<file path="src/rtl/des_expand_keymix_if.sv">
// Handshake bus for the DES expansion/key-mix stage: R/subkey in, tagged 48-bit S-box input out.
// master is the upstream/downstream environment, slave is the key-mix block itself.
interface des_expand_keymix_if;
    logic        in_valid;
    logic        in_ready;
    logic [1:32] r_in;
    logic [1:48] subkey;
    logic        blk_start;
    logic        out_valid;
    logic        out_ready;
    logic [1:48] sbox_in;
    logic [3:0]  out_round;
    logic        out_last;

    modport master (
        output in_valid, r_in, subkey, blk_start, out_ready,
        input  in_ready, out_valid, sbox_in, out_round, out_last
    );

    modport slave (
        input  in_valid, r_in, subkey, blk_start, out_ready,
        output in_ready, out_valid, sbox_in, out_round, out_last
    );
endinterface

</file>
<file path="src/rtl/des_expand_keymix.sv">
// DES Feistel front end: E(R) ^ K into a small tagged FIFO feeding the eight S-boxes.
// All outputs are registers loaded from the next-state view of the FIFO.
module des_expand_keymix #(
    parameter int FIFO_DEPTH = 2,
    parameter int ROUNDS     = 16
) (
    input  logic                 clk,
    input  logic                 rst_n,
    input  logic                 flush,
    des_expand_keymix_if.slave   bus
);
    localparam int PTR_W = (FIFO_DEPTH > 1) ? $clog2(FIFO_DEPTH) : 1;
    localparam int CNT_W = PTR_W + 1;
    localparam logic [CNT_W-1:0] DEPTH_C  = CNT_W'(FIFO_DEPTH);
    localparam logic [CNT_W-1:0] CNT_ONE  = CNT_W'(1);
    localparam logic [CNT_W-1:0] CNT_ZERO = CNT_W'(0);
    localparam logic [PTR_W-1:0] PTR_ONE  = PTR_W'(1);
    localparam logic [PTR_W-1:0] PTR_ZERO = PTR_W'(0);
    localparam logic [3:0]       LAST_TAG = 4'(ROUNDS - 1);

    // DES expansion permutation; bit 1 is the MSB on both sides.
    function automatic logic [1:48] expand_e(input logic [1:32] r);
        return {r[32], r[1:5],
                r[4:9], r[8:13], r[12:17], r[16:21], r[20:25], r[24:29],
                r[28:32], r[1]};
    endfunction

    function automatic logic [3:0] advance_tag(input logic [3:0] tag);
        return (tag == LAST_TAG) ? 4'd0 : (tag + 4'd1);
    endfunction

    logic [47:0]      mem_data_r [FIFO_DEPTH];
    logic [3:0]       mem_tag_r  [FIFO_DEPTH];
    logic [CNT_W-1:0] count_r;
    logic [PTR_W-1:0] rd_ptr_r;
    logic [PTR_W-1:0] wr_ptr_r;
    logic [3:0]       round_ctr_r;
    logic             in_ready_r;
    logic             out_valid_r;
    logic [47:0]      sbox_in_r;
    logic [3:0]       out_round_r;
    logic             out_last_r;

    logic             push_s;
    logic             pop_s;
    logic [3:0]       tag_s;
    logic [47:0]      entry_s;
    logic [CNT_W-1:0] count_next_s;
    logic [PTR_W-1:0] rd_next_s;
    logic [PTR_W-1:0] wr_next_s;
    logic [3:0]       round_next_s;
    logic [47:0]      head_data_s;
    logic [3:0]       head_tag_s;

    // Handshake decode, key mix, and next FIFO bookkeeping (flush wins over push/pop).
    always_comb begin
        push_s       = bus.in_valid & in_ready_r;
        pop_s        = out_valid_r & bus.out_ready;
        tag_s        = bus.blk_start ? 4'd0 : round_ctr_r;
        entry_s      = expand_e(bus.r_in) ^ bus.subkey;
        count_next_s = count_r;
        rd_next_s    = rd_ptr_r;
        wr_next_s    = wr_ptr_r;
        round_next_s = round_ctr_r;
        if (flush) begin
            count_next_s = CNT_ZERO;
            rd_next_s    = PTR_ZERO;
            wr_next_s    = PTR_ZERO;
            round_next_s = 4'd0;
        end else begin
            if (push_s) begin
                wr_next_s    = wr_ptr_r + PTR_ONE;
                round_next_s = advance_tag(tag_s);
            end else begin
                wr_next_s    = wr_ptr_r;
                round_next_s = round_ctr_r;
            end
            if (pop_s) begin
                rd_next_s = rd_ptr_r + PTR_ONE;
            end else begin
                rd_next_s = rd_ptr_r;
            end
            case ({push_s, pop_s})
                2'b10:   count_next_s = count_r + CNT_ONE;
                2'b01:   count_next_s = count_r - CNT_ONE;
                default: count_next_s = count_r;
            endcase
        end
    end

    // Next head entry: the incoming word when the FIFO would otherwise be empty, else storage.
    always_comb begin
        head_data_s = 48'h0;
        head_tag_s  = 4'h0;
        if (count_next_s == CNT_ZERO) begin
            head_data_s = 48'h0;
            head_tag_s  = 4'h0;
        end else if ((count_r == CNT_ZERO) || ((count_r == CNT_ONE) && pop_s)) begin
            head_data_s = entry_s;
            head_tag_s  = tag_s;
        end else begin
            head_data_s = mem_data_r[rd_next_s];
            head_tag_s  = mem_tag_r[rd_next_s];
        end
    end

    // Control state and registered output view of the FIFO head.
    always_ff @(posedge clk or negedge rst_n) begin
        if (!rst_n) begin
            count_r     <= CNT_ZERO;
            rd_ptr_r    <= PTR_ZERO;
            wr_ptr_r    <= PTR_ZERO;
            round_ctr_r <= 4'd0;
            in_ready_r  <= 1'b1;
            out_valid_r <= 1'b0;
            sbox_in_r   <= 48'h0;
            out_round_r <= 4'd0;
            out_last_r  <= 1'b0;
        end else begin
            count_r     <= count_next_s;
            rd_ptr_r    <= rd_next_s;
            wr_ptr_r    <= wr_next_s;
            round_ctr_r <= round_next_s;
            in_ready_r  <= (count_next_s < DEPTH_C);
            out_valid_r <= (count_next_s != CNT_ZERO);
            sbox_in_r   <= head_data_s;
            out_round_r <= head_tag_s;
            out_last_r  <= (count_next_s != CNT_ZERO) && (head_tag_s == LAST_TAG);
        end
    end

    // Entry storage; written only on an accepted, non-flushed push.
    always_ff @(posedge clk or negedge rst_n) begin
        if (!rst_n) begin
            for (int i = 0; i < FIFO_DEPTH; i++) begin
                mem_data_r[i] <= 48'h0;
                mem_tag_r[i]  <= 4'h0;
            end
        end else if (push_s && !flush) begin
            mem_data_r[wr_ptr_r] <= entry_s;
            mem_tag_r[wr_ptr_r]  <= tag_s;
        end
    end

    assign bus.in_ready  = in_ready_r;
    assign bus.out_valid = out_valid_r;
    assign bus.sbox_in   = sbox_in_r;
    assign bus.out_round = out_round_r;
    assign bus.out_last  = out_last_r;
endmodule

</file>
<file path="src/flat_wrapper.sv">
// flat-port wrapper written by rule: the top's interface ports become plain ports
module des_expand_keymix_flat 
#(
    parameter int FIFO_DEPTH = 2,
    parameter int ROUNDS     = 16
)
  (clk, rst_n, flush, bus_in_valid, bus_r_in, bus_subkey, bus_blk_start, bus_out_ready, bus_in_ready, bus_out_valid, bus_sbox_in, bus_out_round, bus_out_last);
  des_expand_keymix_if bus_i ();
  input  logic clk;
  input  logic rst_n;
  input  logic flush;
  input wire logic [$bits(bus_i.in_valid)-1:0] bus_in_valid;
  input wire logic [$bits(bus_i.r_in)-1:0] bus_r_in;
  input wire logic [$bits(bus_i.subkey)-1:0] bus_subkey;
  input wire logic [$bits(bus_i.blk_start)-1:0] bus_blk_start;
  input wire logic [$bits(bus_i.out_ready)-1:0] bus_out_ready;
  output wire logic [$bits(bus_i.in_ready)-1:0] bus_in_ready;
  output wire logic [$bits(bus_i.out_valid)-1:0] bus_out_valid;
  output wire logic [$bits(bus_i.sbox_in)-1:0] bus_sbox_in;
  output wire logic [$bits(bus_i.out_round)-1:0] bus_out_round;
  output wire logic [$bits(bus_i.out_last)-1:0] bus_out_last;
  assign bus_i.in_valid = bus_in_valid;
  assign bus_i.r_in = bus_r_in;
  assign bus_i.subkey = bus_subkey;
  assign bus_i.blk_start = bus_blk_start;
  assign bus_i.out_ready = bus_out_ready;
  assign bus_in_ready = bus_i.in_ready;
  assign bus_out_valid = bus_i.out_valid;
  assign bus_sbox_in = bus_i.sbox_in;
  assign bus_out_round = bus_i.out_round;
  assign bus_out_last = bus_i.out_last;
  des_expand_keymix #(.FIFO_DEPTH(FIFO_DEPTH), .ROUNDS(ROUNDS)) u_core (.clk(clk), .rst_n(rst_n), .flush(flush), .bus(bus_i));
endmodule
</file>
<file path="config.mk">
export PLATFORM = sky130hd
export DESIGN_NAME = des_expand_keymix_flat
export DESIGN_NICKNAME = d
export VERILOG_FILES = /design/src/rtl/des_expand_keymix_if.sv /design/src/rtl/des_expand_keymix.sv /design/src/flat_wrapper.sv
export SDC_FILE = /design/constraint.sdc
export NUM_CORES = 1
export LEC_CHECK = 0
export CAP_MARGIN = 20
export CORE_AREA = 10 10 131 133
export DETAILED_ROUTE_END_ITERATION = 6
export DIE_AREA = 0 0 141 143
export GPL_TIMING_DRIVEN = 0
export MAX_ROUTING_LAYER = met4
export PLACE_DENSITY = 0.79
export SYNTH_ARGS = -nofsm -noshare
export SYNTH_HDL_FRONTEND = slang
export SYNTH_SLANG_ARGS = --single-unit
</file>
<file path="constraint.sdc">
create_clock -name clk -period 2.1 [get_ports clk]
set_input_delay 0.42 -clock clk [delete_from_list [all_inputs] [get_ports clk]]
set_output_delay 0.42 -clock clk [all_outputs]
set_load 0.01 [all_outputs]
</file>
==> impl_metrics.env <==
export IMPL_outcome="completed"
export IMPL_combinationalPowerShare=0.377
export IMPL_netlist_top_cells_count="nand2_1, dfrtp_1, o21ai_0"
export IMPL_crit_required_ns=2.41
export IMPL_drive_gt1_frac=0.0985
export IMPL_timing_setup_critical_path_class="in -> reg"
export IMPL_p_per_area_nw_per_um2=1370
export IMPL_final_weighted_congestion_in_routability_driven_placement=0.858
export IMPL_cpMaxStageDelayCell="clkdlybuf4s50_1"
export IMPL_dieArea_sq_um=20200
export IMPL_finalHoldWorstSlack_ns=0.480
export IMPL_yosys_mux_area_fraction=0.00304
export IMPL_synth_area_sq_um=7410
export IMPL_layout_area_overhead_vs_synth_pct=31.9
export IMPL_post_detailed_route_count_of_antenna_violating_nets=0
export IMPL_final_max_slew_viol_count=0
export IMPL_clock_latency_ns=0.43
export IMPL_wirelength_um=19500
export IMPL_finClkSkew_ns=0.00610
export IMPL_post_synthesis_sequential_area_ratio=0.564
export IMPL_peak_per_stage_delay_on_the_critical_path_ns=0.56
export IMPL_multi_input_area_sq_um=3030
export IMPL_fin_total_pwr_mw=13.4
export IMPL_critical_path_endpoint="u_core.bus.sbox_in[1]"
export IMPL_grt_total_usage=0.199
export IMPL_post_layout_nonfiller_instances=1118
export IMPL_die_height_um=143
export IMPL_crit_chain="clkdlybuf4s50_1 > and4bb_4 > a21oi_4 > inv_2 > buf_2 > nand2_1 > a311oi_2"
export IMPL_timing_final_hold_violations=0
export IMPL_cts_clk_slew_worst_paths_ns=0.06
export IMPL_clock_fmax_ghz=0.494
export IMPL_power_switching_mw=4.70
export IMPL_hold_class="reg -> reg"
export IMPL_clockRootBuffer="clkbuf_16"
export IMPL_mappedNetlistNets=848
export IMPL_synthSimpleGateAreaFrac=0.173
export IMPL_finalCritPeriodShare=0.964
export IMPL_vdd_drop_max_mv=0.685
export IMPL_postSynth_asyncResetShare=1.00
export IMPL_p_sw_frac=0.351
export IMPL_accumulated_negative_setup_slack_ns=0
export IMPL_reg2reg_setup_slack_ns=0.10
export IMPL_synth_yosys_warnings=0
export IMPL_hpwlAfterDp_um=13100
export IMPL_synth_enable_flop_cells=0
export IMPL_synth_top_cell_area_share=0.560
export IMPL_tightest_slew_ns=0.565
export IMPL_synth_compound_gate_area_share=0.156
export IMPL_design_core_area_sq_um=14400
export IMPL_row_cnt=44
export IMPL_design_final_nets=1011
export IMPL_final_seq_area_sq_um=4180
export IMPL_remaining_drc_errors=0
export IMPL_chip_width_um=141
export IMPL_ff2ff_path_depth=8
export IMPL_syn_instance_count=759
export IMPL_synth_xor_area_share=0.0602
export IMPL_num_io_pins=141
export IMPL_first_global_vias=6264
export IMPL_dr_first_iter_drc_count=532
export IMPL_global_route_wire_length_before_repair_um=31600
export IMPL_tritoncts_clock_tree="built"
export IMPL_end_kind="flop"
export IMPL_cts_sinks=167
export IMPL_setup_viol_count_final=0
export IMPL_power_sequential_fraction=0.395
export IMPL_yosysUniqueCellTypes=39
export IMPL_antenna_diode_count=0
export IMPL_synth_top_family_by_area="simple AND/OR/NAND/NOR gates"
export IMPL_post_synth_top_area_cell="dfrtp_1"
export IMPL_worstPathArrival_ns=2.33
export IMPL_synth_fa_ha_area_frac=0.00506
export IMPL_synthesis_area_per_instance_sq_um=9.77
export IMPL_routed_via_density=5.46
export IMPL_fin_crit_ns=2.02
export IMPL_htree_levels=4
export IMPL_r2r_end="u_core.bus.sbox_in[5]"
export IMPL_timing_critical_path_from_type="input pin"
export IMPL_power_leakage_nw=4.20
export IMPL_grt_max_degree=95
export IMPL_dp_cells=1083
export IMPL_antenna_found_initial=0
export IMPL_final_core_utilization=0.678
export IMPL_internal_power_mw=8.69
export IMPL_slew_headroom=0.623
export IMPL_ys_seq_elements=167
export IMPL_route_vias_total=6099
export IMPL_clock_path_buffers=2
export IMPL_detailedRoute_firstPassIterationCount=5
export IMPL_worstPathMaxFanout=10
export IMPL_globalRoute_totalOverflow=0
export IMPL_critPathLaunch="flush"
export IMPL_ys_flop_type="dfrtp_1"
export IMPL_synthMostInstantiatedCell="nand2_1"
export IMPL_timing_max_cap_violations=0
export IMPL_launching_point_of_the_worst_reg2reg_path="u_core.count_r[0]"
export IMPL_numPortBuffers=139
export IMPL_clkPwrFrac=0.228
export IMPL_drt_wirelength_per_cell_um=17.5
export IMPL_initial_utilization=0.514
export IMPL_numCtsBuffers=17
export IMPL_fillers=1160
export IMPL_netlist_top_cells_area="dfrtp_1, nand2_1, o21ai_0"
[flip-flops by register name, indices dropped and copies added, names as in the netlist]
name	flops
u_core.mem_data_r	96
u_core.bus.sbox_in	48
u_core.mem_tag_r	8
u_core.bus.out_round	4
u_core.round_ctr_r	4
u_core.count_r	2
u_core.bus.in_ready	1
u_core.bus.out_last	1
u_core.bus.out_valid	1
u_core.rd_ptr_r	1
u_core.wr_ptr_r	1
[power by group through the flow]
stage | sequential [mW] | clock [mW] | combinational (mW)
floorplan | 5.44 | 0 | 2.50
global placement | 5.27 | 0 | 4.66
detailed placement | 5.30 | 0 | 4.78
CTS | 5.28 | 3.08 | 4.94
global route | 5.45 | 3.23 | 5.60
finish | 5.29 | 3.06 | 5.05
[cell type report]
| cell class | instances | share of cell area |
|---|---|---|
| plain buffers | 51 | 0.0258 |
| inverters | 11 | 0.00422 |
| clock buffers | 25 | 0.0527 |
| flip-flops and latches | 167 | 0.427 |
| multi-input cells | 530 | 0.310 |
| well taps | 184 | 0.0235 |
| clock inverters | 6 | 0.00665 |
| repair buffers | 144 | 0.150 |
[per-layer routing]
layer	track usage	wire (um)
met1	0.244	8370
met3	0.0428	924
met5	-	0
met2	0.324	9850
met4	0.0647	391
[cells by family after synthesis]
kind of cell,count (synthesis)
AND/OR/NAND/NOR,293
AO/OA/AOI/OAI,181
flip-flops,167
buffers and inverters,62
XOR/XNOR,51
adder cells (fa/ha/maj),3
multiplexers,2
[worst min-delay path by stage]
stage	start	endpoint	depth (start not counted)
2_1_floorplan	rst_n	u_core.bus.out_last	0
4_1_cts	u_core.mem_data_r[9]	u_core.mem_data_r[9]	2
6_report	u_core.mem_data_r[90]	u_core.mem_data_r[90]	2
3_5_place_dp	rst_n	u_core.count_r[1]	1
3_3_place_gp	u_core.mem_data_r[90]	u_core.mem_data_r[90]	2
5_1_grt	u_core.mem_data_r[88]	u_core.mem_data_r[88]	2
[worst max-delay path, delay by kind of cell]
kind                   cells  cell delay, ns
AO/OA/AOI/OAI              2            0.41
buffers and inverters      3            0.94
AND/OR/NAND/NOR            2            0.54
[what timing repair did]
action	in CTS	in global routing
endpoints found under the setup margin	50	54
endpoints found under the hold margin	72	0
hold buffers	1	0
pin swaps	1	1
buffers inserted	2	1
resized for setup	7	18
[through the flow]
step	setup WS, ns	cell area, sq um
finish	0.0758	9780
detailed placement	-0.404	9070
CTS	0.00463	9710
floorplan	0.401	7410
global placement	-6.06	9040
global route	-0.0293	9780
[cells in the final DEF (no fill, tap or decap), drive strengths merged, types with 2 or more instances in the layout]
cell type      count
and2              50
xnor2             51
nand2            214
a311oi            49
nand3b             2
nor3               2
o31ai              2
buf               34
mux2               2
inv               11
a211oi             7
clkdlybuf4s50    138
nand2b             6
ha                 3
clkinv             4
clkbuf            47
dfrtp            166
a21oi              9
and3               2
nor2b              2
a22oi              2
nor2              10
o21ai            105
No activity file was read; power rests on OpenSTA's default activity.
==> RTL change 1 (config.mk and constraints unchanged) <==
`FIFO_DEPTH` is set to 2 in 2 places; all go to 1.
--- a/src/rtl/des_expand_keymix.sv
+++ b/src/rtl/des_expand_keymix.sv
@@ -1,7 +1,7 @@
 // DES Feistel front end: E(R) ^ K into a small tagged FIFO feeding the eight S-boxes.
 // All outputs are registers loaded from the next-state view of the FIFO.
 module des_expand_keymix #(
-    parameter int FIFO_DEPTH = 2,
+    parameter int FIFO_DEPTH = 1,
     parameter int ROUNDS     = 16
 ) (
     input  logic                 clk,
--- a/src/flat_wrapper.sv
+++ b/src/flat_wrapper.sv
@@ -1,7 +1,7 @@
 // flat-port wrapper written by rule: the top's interface ports become plain ports
 module des_expand_keymix_flat 
 #(
-    parameter int FIFO_DEPTH = 2,
+    parameter int FIFO_DEPTH = 1,
     parameter int ROUNDS     = 16
 )
   (clk, rst_n, flush, bus_in_valid, bus_r_in, bus_subkey, bus_blk_start, bus_out_ready, bus_in_ready, bus_out_valid, bus_sbox_in, bus_out_round, bus_out_last);
Check against the original RTL: not equivalent (Yosys sat finds a counterexample within 4 cycles, from zero or initial values and one cycle with rst_n low).
==> RTL change 1 against the original RTL <==
Sequential cell count fell by 53; area after synthesis fell by 33%; worst setup slack improved by 96 ps; total power fell by 37%; routed wire length fell by 28%; combinational power fell by 49%; cell area fell by 26%; synthesized cell count fell by 33%.
==> RTL change 1: results <==
metrics = {
    "status": {
        "status": "finished clean",
    },
    "finish": {
        "finalNetCount": 761,
        "layout.cells.non_filler": 868,
        "drive_gt1_share_pct": 11.3,
        "fillerInstances": 1318,
    },
    "global_route": {
        "track_usage_pct": 14.7,
        "grt_pass1_wl_um": 22700,
        "grt_pass1_vias": 4366,
        "grt_max_degree": 61,
    },
    "worst_hold_path": {
        "hold_path_end": "u_core.round_ctr_r[1]$_DFFE_PN0P_",
        "hold_class": "input port to register",
        "hp-start": "flush",
    },
    "route": {
        "wirelength_um": 14100,
        "vias": 4183,
        "drt_iter0_drc": 230,
        "drt_first_pass_iters": 4,
    },
    "placed_design": {
        "pre_cts_ws_ps": -467,
        "dp.cells": 833,
        "gp_congestion": 0.803,
        "placedInstanceArea_mm2": 0.00665,
        "dp_hpwl_um": 10100,
    },
    "synth": {
        "ys_async_sr_fraction_pct": 100,
        "syn_avg_cell_area_um2": 9.82,
        "synth_cell_types": 31,
        "synth_top_cell_area_share_pct": 56.6,
        "synth_commonest_cells": "113 x dfrtp_1, 59 x nor2_1, 58 x nand2_1",
        "syn-num-nets": 598,
        "yosysWarnings": 0,
        "yosysSeqAreaShare_pct": 57.1,
        "yosys-top-cells-area": "dfrtp_1 57%, xnor2_1 8.6%, a21oi_1 5.5%",
    },
    "cts": {
        "cts_setup_buffers": 0,
        "clk_pin_slew_ps": 50,
    },
    "timing": {
        "hold-worst-slack_ps": 293,
        "fin_skew_ps": 7.04,
        "timing.final.crit_share_pct": 91.8,
        "max_slew_margin_pct": 55.0,
    },
    "pwr": {
        "seqPwrFrac_pct": 37.4,
        "p_leak_uw": 0.00312,
        "ir_worst_vdd_v": 0.000564,
        "total_power_uw": 8390,
        "comb_cell_power_uw": 2560,
        "sw_frac_of_total_pct": 31.8,
    },
    "critical_path": {
        "r2r_slack_ps": 190,
        "worstRegToRegCells": 7,
        "crit_end": "u_core.bus.sbox_in[27]$_DFF_PN0_",
        "critPathMaxStageDelay_ps": 590,
        "cp-startpoint": "bus_out_ready",
    },
}
RTL change 1: cell types whose count changed after synthesis, moves of 49 or more:
cell and delta:
and2_1 -50, dfrtp_1 -53, nand2_1 -156, nor2_1 +49, nor3_1 +51, o21ai_0 -49
RTL change 1: routing by layer:
metal	up-vias	GRT usage, %	routed length (µm)
li1	2041	-	-
met1	1996	16.7	5850
met2	132	23.8	7240
met3	14	4.71	846
met4	0	5.27	131
met5	-	-	0
RTL change 1: cells by family after synthesis:
group	synth area share, %
buf+inv	4.16
flops	57.1
fa+ha+maj	0.751
simple gates	16.4
xor+xnor	8.92
compound gates	12.6
RTL change 1: area by class of cell:
type / count / area (µm²) / share of cell area, %
Clock inverter: 10 / 85.1 / 1.17
Buffer: 34 / 208 / 2.85
Sequential cell: 114 / 2860 / 39.2
Inverter: 5 / 18.8 / 0.258
Clock buffer: 21 / 470 / 6.46
Timing Repair Buffer: 144 / 1470 / 20.1
Multi-Input combinational cell: 356 / 1950 / 26.8
Tap cell: 184 / 230 / 3.16
==> RTL change 2 (config.mk and constraints unchanged) <==
Without the edit above. Make the reset (`rst_n`) synchronous in 2 clocked blocks.
--- a/src/rtl/des_expand_keymix.sv
+++ b/src/rtl/des_expand_keymix.sv
@@ -105,7 +105,7 @@
     end
 
     // Control state and registered output view of the FIFO head.
-    always_ff @(posedge clk or negedge rst_n) begin
+    always_ff @(posedge clk) begin
         if (!rst_n) begin
             count_r     <= CNT_ZERO;
             rd_ptr_r    <= PTR_ZERO;
@@ -130,7 +130,7 @@
     end
 
     // Entry storage; written only on an accepted, non-flushed push.
-    always_ff @(posedge clk or negedge rst_n) begin
+    always_ff @(posedge clk) begin
         if (!rst_n) begin
             for (int i = 0; i < FIFO_DEPTH; i++) begin
                 mem_data_r[i] <= 48'h0;
Formal check against the unedited RTL: differs if rst_n is asserted again (counterexample within 4 cycles, from zero or initial values and one cycle with rst_n low); with rst_n held inactive, the same outputs for 4 cycles.
==> RTL change 2 against the original RTL <==
Cell area fell by 3.5%; worst setup slack got worse by 15 ps; area after synthesis fell by 5.1%; routed wire length fell by 11%; sequential cell count did not move; via count fell by 16%; synthesized cell count fell by 17%; hold slack improved by 14 ps; die area did not move; count of clock-buffer cells in the layout fell by 2; critical endpoint is now u_core.bus.sbox_in[16]$_SDFF_PP0_.
Power is not compared: it rests on default switching activity, and its combinational part moved more than twofold at a synthesized area within 25%.
==> RTL change 2: results <==
metrics = {
    "status": {
        "status": "finished clean",
    },
    "finish": {
        "inv_count": 7,
        "layout.cells.non_filler": 992,
        "fillerInstances": 1106,
        "largest_register_ff_count": 96,
        "multi_input_area_mm2": 0.00256,
        "bufAreaShareNonClock_pct": 17.3,
        "buffers": 177,
        "clkbuf_count": 23,
        "multi_input_gates": 425,
        "clkCellAreaFrac_pct": 6.36,
        "finalNetCount": 884,
        "nFlopsAndLatches": 167,
        "drive_gt1_share_pct": 14.9,
        "seq_share_pct": 46.5,
    },
    "route": {
        "vias": 5124,
        "avgRoutedWirePerCell_um": 17.5,
        "drt_iter0_drc": 345,
        "drt_first_pass_iters": 5,
    },
    "synth": {
        "synthFlopType": "edfxtp_1",
        "synth-edff-count": 104,
        "synth_cell_types": 34,
        "synth_commonest_cells": "215 x nor2_1, 104 x edfxtp_1, 63 x dfxtp_1",
        "yosys.area_share.adder_pct": 0.533,
        "syn-num-nets": 719,
        "yosys-top-cells-area": "edfxtp_1 44%, dfxtp_1 18%, nor2_1 11%",
        "ys_async_sr_fraction_pct": 0,
        "syn_inst": 630,
        "yosysSeqAreaShare_pct": 62.3,
        "synthMuxAreaShare_pct": 8.96,
        "synthXorXnorAreaFrac_pct": 6.47,
        "synth_compound_area_share_pct": 5.12,
    },
    "global_route": {
        "grt_pass1_vias": 5355,
        "grt_pass1_wl_um": 27100,
        "track_usage_pct": 17.4,
        "grt_max_degree": 27,
    },
    "critical_path": {
        "reg2reg_from": "u_core.count_r[1]$_SDFF_PN0_",
        "cp-startpoint": "bus_out_ready",
        "cp.arrival_ps": 2350,
        "crit_end": "u_core.bus.sbox_in[16]$_SDFF_PP0_",
        "worstRegToRegCells": 7,
    },
    "pwr": {
        "sw_frac_of_total_pct": 23.2,
    },
    "timing": {
        "max_slew_margin_pct": 62.3,
        "fin_ws_ps": 60.6,
        "fin_skew_ps": 5.74,
        "setup_viol": 0,
    },
    "placed_design": {
        "pre_cts_ws_ps": -1250,
        "dp.cells": 954,
        "gp_congestion": 0.816,
        "portBuffers": 140,
        "dp_hpwl_um": 11300,
    },
}
[RTL change 2: changes by cell type after synthesis, moves of 48 or more]
| cell | before | now |
|---|---|---|
| mux2_2 | 2 | 50 |
| nor2_1 | 10 | 215 |
| nand2_1 | 214 | 11 |
| dfxtp_1 | 0 | 63 |
| dfrtp_1 | 166 | 0 |
| edfxtp_1 | 0 | 104 |
| o21ai_0 | 102 | 5 |
| a21oi_1 | 8 | 56 |
| and2_1 | 50 | 0 |
| a311oi_1 | 49 | 0 |
[RTL change 2: worst min path at each step]
stage                                             startpoint                                 end  slack (ps)
after global routing      u_core.round_ctr_r[1]$_SDFFE_PP0P_  u_core.round_ctr_r[1]$_SDFFE_PP0P_         530
after CTS                 u_core.round_ctr_r[3]$_SDFFE_PP0P_  u_core.round_ctr_r[3]$_SDFFE_PP0P_         490
after global placement    u_core.round_ctr_r[3]$_SDFFE_PP0P_  u_core.round_ctr_r[3]$_SDFFE_PP0P_         470
final                     u_core.round_ctr_r[3]$_SDFFE_PP0P_  u_core.round_ctr_r[3]$_SDFFE_PP0P_         490
after floorplan           u_core.round_ctr_r[3]$_SDFFE_PP0P_  u_core.round_ctr_r[3]$_SDFFE_PP0P_         460
after detailed placement  u_core.round_ctr_r[3]$_SDFFE_PP0P_  u_core.round_ctr_r[3]$_SDFFE_PP0P_         480
[RTL change 2: stage by stage]
stage                     TNS (ps)  hold WS (ps)  cell area (µm²)  utilization (%)  total power (µW)
final                            0           494             9440             65.4              7960
after global routing             0           528             9440             65.4              8240
after CTS                        0           489             9430             65.4              7980
after detailed placement   -195250           477             8690             60.3              4810
after global placement     -185660           471             8690             60.3              4770
after floorplan                  0           456             7060                -              4340
[RTL change 2: logic make-up (layout without fill, tap and decap cells)]
group,Yosys count,in the layout
simple gates,245,249
fa+ha+maj,3,3
compound gates,66,66
xor+xnor,52,52
buf+inv,42,216
mux,55,55
flops,167,167
[RTL change 2: routing by layer]
layer  track usage (%)  share of wire (%)
met1              19.2                 40
met2              29.9                 51
met3              4.81                6.6
met4              5.98                1.8
met5                 -                  0
[RTL change 2: power by group through the flow]
stage / clock network (µW) / registers [µW] / logic, µW
6_report: 3180 / 3700 / 1080
5_1_grt: 3350 / 3720 / 1180
4_1_cts: 3200 / 3700 / 1080
3_5_place_dp: 0 / 3770 / 1030
3_3_place_gp: 0 / 3760 / 1010
2_1_floorplan: 0 / 3790 / 558
[RTL change 2: what timing repair did]
action,4_1_cts,5_1_grt
gates resized for setup,22,7
setup buffers,2,0
pin swaps,3,1
endpoints found under the setup margin,240,60
cloned,4,0
[RTL change 2: worst max-delay path, stage by stage]
cell,delay (ps)
clkdlybuf4s50_1,450
and2_4,130
buf_6,140
mux2i_4,250
buf_12,160
buf_6,160
mux2_2,350
a21oi_1,220
nor2_1,70
